<file path="config.mk">
export PLATFORM = sky130hd
export DESIGN_NAME = acc8_seq
export DESIGN_NICKNAME = d
export VERILOG_FILES = /design/src/rtl/acc8_seq.sv
export SDC_FILE = /design/constraint.sdc
export NUM_CORES = 1
export LEC_CHECK = 0
export BUFFER_PORTS_ARGS = -buffer_cell sky130_fd_sc_hd__buf_4
export CORE_MARGIN = 1
export CORE_UTILIZATION = 40
export CTS_BUF_LIST = sky130_fd_sc_hd__clkbuf_4 sky130_fd_sc_hd__clkbuf_8
export DETAILED_ROUTE_END_ITERATION = 8
export PLACE_DENSITY = 0.81
export SYNTH_ARGS = -nofsm -noshare
export SYNTH_HDL_FRONTEND = slang
export SYNTH_SLANG_ARGS = --single-unit
</file>
<file path="constraint.sdc">
create_clock -name clk -period 1.3 [get_ports clk]
set_input_delay 0.26 -clock clk [delete_from_list [all_inputs] [get_ports clk]]
set_output_delay 0.26 -clock clk [all_outputs]
set_load 0.05 [all_outputs]
</file>
<file path="src/rtl/acc8_seq.sv">
// Multi-operand accumulate/subtract sequencer wrapped around an external 8-bit adder.
// Operands stream in over valid/ready; the folded sum and a sticky signed overflow stream out.
module acc8_seq #(
    parameter int unsigned CW = 4
) (
    input  logic          clk,
    input  logic          rst_n,
    input  logic          start,
    input  logic          sub,
    input  logic [CW-1:0] count,
    input  logic [7:0]    init,
    input  logic          in_valid,
    output logic          in_ready,
    input  logic [7:0]    in_data,
    output logic [7:0]    add_a,
    output logic [7:0]    add_b,
    output logic          add_cin,
    input  logic [7:0]    add_sum,
    output logic          out_valid,
    input  logic          out_ready,
    output logic [7:0]    out_sum,
    output logic          out_ovf,
    output logic          busy
);

    typedef enum logic [1:0] {StIdle, StAccum, StDone} state_e;

    state_e        state_q;
    logic [7:0]    acc_q;
    logic [CW-1:0] rem_q;
    logic          sub_q;
    logic          ovf_q;
    logic          step_ovf;

    // Subtraction is A + ~B + 1, so the adder always sees an addition.
    assign add_a   = acc_q;
    assign add_b   = sub_q ? ~in_data : in_data;
    assign add_cin = sub_q;

    // Signed overflow of the addition the adder is actually performing.
    assign step_ovf = (add_a[7] == add_b[7]) & (add_sum[7] != add_a[7]);

    always_ff @(posedge clk) begin
        if (!rst_n) begin
            state_q <= StIdle;
            acc_q   <= 8'h00;
            rem_q   <= '0;
            sub_q   <= 1'b0;
            ovf_q   <= 1'b0;
        end else begin
            unique case (state_q)
                StIdle: begin
                    if (start) begin
                        acc_q   <= init;
                        sub_q   <= sub;
                        ovf_q   <= 1'b0;
                        rem_q   <= count;
                        state_q <= (count != '0) ? StAccum : StDone;
                    end
                end
                StAccum: begin
                    if (in_valid) begin
                        acc_q <= add_sum;
                        rem_q <= rem_q - CW'(1);
                        ovf_q <= ovf_q | step_ovf;
                        if (rem_q == CW'(1)) begin
                            state_q <= StDone;
                        end
                    end
                end
                StDone: begin
                    if (out_ready) begin
                        state_q <= StIdle;
                    end
                end
                default: state_q <= StIdle;
            endcase
        end
    end

    assign in_ready  = (state_q == StAccum);
    assign out_valid = (state_q == StDone);
    assign busy      = (state_q != StIdle);
    assign out_sum   = acc_q;
    assign out_ovf   = ovf_q;

endmodule

</file>
==> impl_metrics.json, run 1 <==
{
  "yosys.area.top_type_share_pct": 30.55,
  "dr.pass1.iters": 4,
  "violations": "negative setup slack",
  "overflow": 0,
  "reg2reg_to": "add_a[1]",
  "mostFrequentLayoutCells": "72 x buf_4, 11 x dfxtp_1, 11 x buf_6, 8 x xor2_4, 7 x inv_1",
  "cts_tree": "built",
  "worstMarginPinSlew_ps": 404.1,
  "crit_required_ps": 1040,
  "yosysWarnings": 0,
  "antenna_found_initial": 0,
  "fin_area_mm2": 0.002063,
  "rsz0062_at_grt": "yes",
  "nFillCells": 135,
  "worstSetupPathType": "reg -> out",
  "clockBufferDepth": 2,
  "final_layout_size_suffix_gt1_share_pct": 68.39,
  "drv_cap": 0,
  "final_common_cell": "buf_4",
  "cts-root-buf": "clkbuf_4",
  "place_area_mm2": 0.001779,
  "antennaDiodeCount": 0,
  "max-slew-margin-rel_pct": 72.99,
  "dpl_worst_slack_ps": -138.7,
  "first_global_vias": 1190,
  "nNetsFinal": 230,
  "synthTopCellsByArea": "dfxtp_1 31%, xor2_1 6.7%, mux2_2 6.4%",
  "power_density_mw_per_mm2": 1055,
  "postRouteAntennaNets": 0,
  "end_kind": "output port",
  "final.setup.worst_slack_ps": -196.2,
  "ys_ff_latch": 16,
  "r2r-start": "state_q[0]",
  "die_w_um": 53.20,
  "clk_latency_ps": 300,
  "power_frac_comb_pct": 56.0,
  "crit_chain": "or2b_4 -> inv_6 -> buf_8",
  "min_from": "sub",
  "numCtsBuffers": 3,
  "gr-usage-all-layers_pct": 28.65,
  "netlist_area_mm2": 0.001049,
  "p_sw_uw": 925.6,
  "hold_ws_ps": 202.3,
  "start_util_pct": 42.32,
  "timing.final.hold_violations": 0,
  "seqPwrFrac_pct": 28.2,
  "cp_num_buf_inv": 2,
  "routed_wl_um": 3857,
  "syn_nets": 150,
  "r2r_slack_ps": -140,
  "drt-vias-per-instance": 5.570,
  "switching_share_pct": 42.53,
  "utilization_pct": 83.28,
  "clk_pin_slew_ps": 90,
  "ff2ff_path_depth": 4,
  "vias": 1242,
  "ios": 63,
  "dr.first_iter.drc_count": 28,
  "htree_levels": 1,
  "cts.sink_count": 16,
  "startpoint_type": "flip-flop",
  "max_freq_ghz": 0.6683,
  "yosysTopAreaCell": "dfxtp_1",
  "seq_area_frac_synth_pct": 30.55,
  "io_buffers": 62,
  "outcome": "complete, but fails checks",
  "drc": 0,
  "slowest_delay_ps": 380,
  "drt-wirelength-per-cell_um": 17.30,
  "yosysUniqueCellTypes": 37,
  "core.rowCount": 18,
  "syn_inst": 114,
  "dp.cells": 207,
  "stdcell_count": 223,
  "peakVddDrop_mv": 1.002,
  "critical_path.max_fanout": 5,
  "die_area_mm2": 0.002830,
  "power.internal_uw": 1251,
  "fin_crit_sh_pct": 115.1,
  "hold_end": "add_cin",
  "holdCritPathClass": "in -> reg",
  "arrival_ps": 1240,
  "routabilityCongestion": 0.9141,
  "setup_viol": 26,
  "final_max_slew_viol_count": 0,
  "synth_area_per_cell_um2": 9.197,
  "dp_hpwl_um": 2470,
  "period_needed_ps": 1496,
  "coreArea_mm2": 0.002477,
  "p_leak_uw": 0.0009784,
  "holdBufCountCts": 0,
  "cp_top_family": "flip-flops",
  "crit_slowest_cell": "dfxtp_4",
  "fin_skew_ps": 4.492,
  "grt_max_degree": 12,
  "grt_pass1_wl_um": 5699,
  "die_height_um": 53.20,
  "p_clk_share_pct": 15.7,
  "hold_depth": 3,
  "syn_to_final_growth_pct": 96.78
}
routing by layer:
metal | global-route usage [%] | vias up | share of wire [%]
met5 | 0 | - | 0
met4 | 11.84 | 0 | 3.3
met3 | 3.448 | 15 | 7.5
met2 | 51.46 | 71 | 52
met1 | 33.62 | 592 | 37
li1 | - | 564 | -
worst max-delay path by stage:
stage	from	to	slack (ps)	cells after the start
global placement	count[2]	state_q[1]	-100	4
finish	state_q[0]	in_ready	-200	3
global route	state_q[0]	in_ready	-210	3
detailed placement	count[2]	state_q[1]	-140	4
floorplan	state_q[0]	rem_q[2]	-200	4
CTS	state_q[0]	in_ready	-180	3
logic make-up (layout without fill, tap and decap cells):
group	Yosys count	count (layout)	share of synthesized area, %
compound gates	29	29	23.03
xor+xnor	8	8	6.683
fa+ha+maj	2	2	2.386
buf+inv	24	103	12.05
flops	16	16	30.55
mux	9	9	9.308
simple gates	26	26	15.99
what timing repair did:
action / CTS / global route
gates cloned: 2 / 0
pin swaps: 4 / 3
buffers inserted: 6 / 4
endpoints found under the setup margin: 26 / 28
gates resized for setup: 28 / 14
per-stage QoR:
stage,setup TNS [ps],total power (uW)
floorplan,-1220,1328
global placement,-605.2,1635
detailed placement,-1097,1662
CTS,-2575,2101
global route,-3809,2259
finish,-2772,2176
worst min-delay path: stages:
cell,delay (ps)
buf_4,80
mux2i_1,50
nor2_1,70
final cells by class:
type,count,area [um2],area share (%)
clock buffer,4,36.28,1.759
sequential,16,331.6,16.07
inverter,9,38.79,1.880
tap,30,37.54,1.819
timing repair buffer,89,769.5,37.30
multi-input combinational,74,842.1,40.81
timing repair inverter,1,7.507,0.3639
flip-flops by register name, indices dropped and copies added, names as in the netlist:
signal and flops:
out_ovf 1, state_q 2, rem_q 4, add_a 8, add_cin 1
power groups by stage:
stage | Combinational [uW] | Sequential [uW] | Clock [uW]
finish | 1220 | 614 | 343
global route | 1270 | 619 | 368
CTS | 1160 | 607 | 339
detailed placement | 1050 | 615 | 0
global placement | 1030 | 607 | 0
floorplan | 612 | 716 | 0
synthesized netlist by cell type, drive strengths merged:
master / number
o21bai: 5
nor4: 1
or2: 2
o21ai: 3
nor2: 3
o2bb2ai: 1
nor2b: 5
a211oi: 5
o221a: 3
inv: 9
o311a: 1
clkbuf: 3
or4: 3
buf: 12
dfxtp: 16
or2b: 1
a32o: 1
nor3b: 2
a2111oi: 3
nor3: 2
nand2: 1
ha: 2
and2: 1
xor2: 8
and3b: 3
a21oi: 1
o211a: 5
o31ai: 1
nand3: 1
and3: 1
mux2i: 3
mux2: 6
Power figures use the tool's default switching activity.
==> inputs of run 2 (changes only) <==
--- a/config.mk
+++ b/config.mk
@@ -10,7 +10,7 @@
 export CORE_UTILIZATION = 40
 export CTS_BUF_LIST = sky130_fd_sc_hd__clkbuf_4 sky130_fd_sc_hd__clkbuf_8
 export DETAILED_ROUTE_END_ITERATION = 8
-export PLACE_DENSITY = 0.81
+export PLACE_DENSITY = 0.78
 export SYNTH_ARGS = -nofsm -noshare
 export SYNTH_HDL_FRONTEND = slang
 export SYNTH_SLANG_ARGS = --single-unit
==> constraint.sdc (replaced) <==
create_clock -name clk -period 1.4 [get_ports clk]
set_input_delay 0.28 -clock clk [delete_from_list [all_inputs] [get_ports clk]]
set_output_delay 0.28 -clock clk [all_outputs]
set_load 0.05 [all_outputs]
==> impl_metrics.json, run 2 (synthesis results as in run 1) <==
{
  "power_density_mw_per_mm2": 966.3,
  "die_height_um": 53.20,
  "utilization_pct": 81.31,
  "cts-root-buf": "clkbuf_4",
  "drc": 0,
  "mostFrequentLayoutCells": "63 x buf_4, 14 x buf_6, 13 x dfxtp_1, 8 x inv_1, 7 x xor2_2",
  "min_from": "sub",
  "violations": "negative setup slack",
  "numCtsBuffers": 3,
  "first_global_vias": 1034,
  "drv_cap": 0,
  "die_w_um": 53.20,
  "critical_path.max_fanout": 7,
  "coreArea_mm2": 0.002477,
  "dr.first_iter.drc_count": 8,
  "rsz0062_at_grt": "yes",
  "max-slew-margin-rel_pct": 74.34,
  "drt-wirelength-per-cell_um": 15.78,
  "setup_viol": 18,
  "routabilityCongestion": 0.7833,
  "cts_tree": "built",
  "r2r_slack_ps": -60,
  "startpoint_type": "flip-flop",
  "worstSetupPathType": "reg -> out",
  "outcome": "complete, but fails checks",
  "fin_setup_tns_ps": -673.6,
  "wl_met3_um": 231,
  "grt_pass1_wl_um": 4816,
  "holdCritPathClass": "in -> reg",
  "hold_depth": 3,
  "die_area_mm2": 0.002830,
  "fin_skew_ps": 2.698,
  "syn_to_final_growth_pct": 92.12,
  "dpl_worst_slack_ps": -28.58,
  "fin_crit_sh_pct": 105.0,
  "gr-usage-all-layers_pct": 23.84,
  "antennaDiodeCount": 0,
  "routed-wl-met2_um": 1798,
  "clk_pin_slew_ps": 90,
  "antenna_found_initial": 0,
  "reg2reg_to": "add_a[5]",
  "ios": 63,
  "htree_levels": 1,
  "fin_area_mm2": 0.002014,
  "highest_layer": "met4",
  "finalPower_uw": 1947,
  "ff2ff_path_depth": 5,
  "dp_hpwl_um": 2220,
  "largest_register_ffs": 8,
  "hold_end": "add_cin",
  "holdBufCountCts": 0,
  "routed_wl_um": 3409,
  "clk_latency_ps": 280,
  "io_buffers": 62,
  "crit_required_ps": 1120,
  "grt_max_degree": 13,
  "arrival_ps": 1190,
  "peakVddDrop_mv": 1.021,
  "vias": 1125,
  "timing.final.hold_violations": 0,
  "final_common_cell": "buf_4",
  "m1WireLength_um": 1372,
  "final.setup.worst_slack_ps": -69.50,
  "dr.pass1.iters": 4,
  "final_layout_size_suffix_gt1_share_pct": 67.20,
  "worstMarginPinSlew_ps": 384.2,
  "clockBufferDepth": 2,
  "core.rowCount": 18,
  "period_needed_ps": 1469,
  "drt-vias-per-instance": 5.208,
  "nNetsFinal": 224,
  "r2r-start": "state_q[0]",
  "end_kind": "output port",
  "postRouteAntennaNets": 0,
  "cts.sink_count": 16,
  "place_area_mm2": 0.001680,
  "final_max_slew_viol_count": 0,
  "overflow": 0,
  "max_freq_ghz": 0.6805,
  "start_util_pct": 42.32,
  "p_leak_uw": 0.0009604
}
## run 2: cell count changes in the layout (fill, tap and decap cells not counted), moves of 2 or more
cell and change:
mux2_4 +3, xor2_4 -7, buf_6 +3, mux2_2 -3, buf_4 -9, dfxtp_1 +2
a2111oi_4 +2, nor3_4 +2, xor2_2 +7, nor3_1 -2
## run 2: through the flow
stage,cells,hold slack (ps)
after detailed placement,203,473.1
after global placement,203,451.6
final,216,270.7
after CTS,210,242.5
after global routing,216,281.2
after floorplan,114,427.1
## run 2: worst max-delay path by stage
stage               start         end  cells past startpoint
6_report       state_q[0]        busy                      3
5_1_grt        state_q[0]    in_ready                      3
4_1_cts        state_q[0]     out_ovf                      5
3_5_place_dp     count[2]  state_q[1]                      4
3_3_place_gp     count[2]  state_q[1]                      4
2_1_floorplan     add_cin     out_ovf                      4
## run 2: area by class of cell
cell class | count | area, um2
flip-flops and latches | 16 | 326.6
clock buffers | 3 | 22.52
well taps | 30 | 37.54
repair buffers | 84 | 755.7
fillers | 145 | 462.9
inverters | 9 | 41.29
multi-input cells | 74 | 830.8
## run 2: repair_timing
item / CTS / global route
resized for setup: 19 / 27
pin swaps: 1 / 6
endpoints found under the setup margin: 11 / 26
buffers inserted: 4 / 6
## run 2: layer usage
metal	vias to the layer above	GRT usage (%)
li1	541	-
met1	529	28.65
met2	53	42.71
met3	2	4.023
met4	0	6.579
met5	-	0
## run 2: critical path: stages (launching register included)
cell and delay, ps:
dfxtp_2 340, buf_4 160, or2_4 250, buf_8 150
## run 2: where the power goes
| group | internal, uW | switching, uW |
|---|---|---|
| Sequential | 507 | 51.3 |
| Clock | 99.9 | 140 |
| Combinational | 510 | 638 |
| Total | 1120 | 829 |
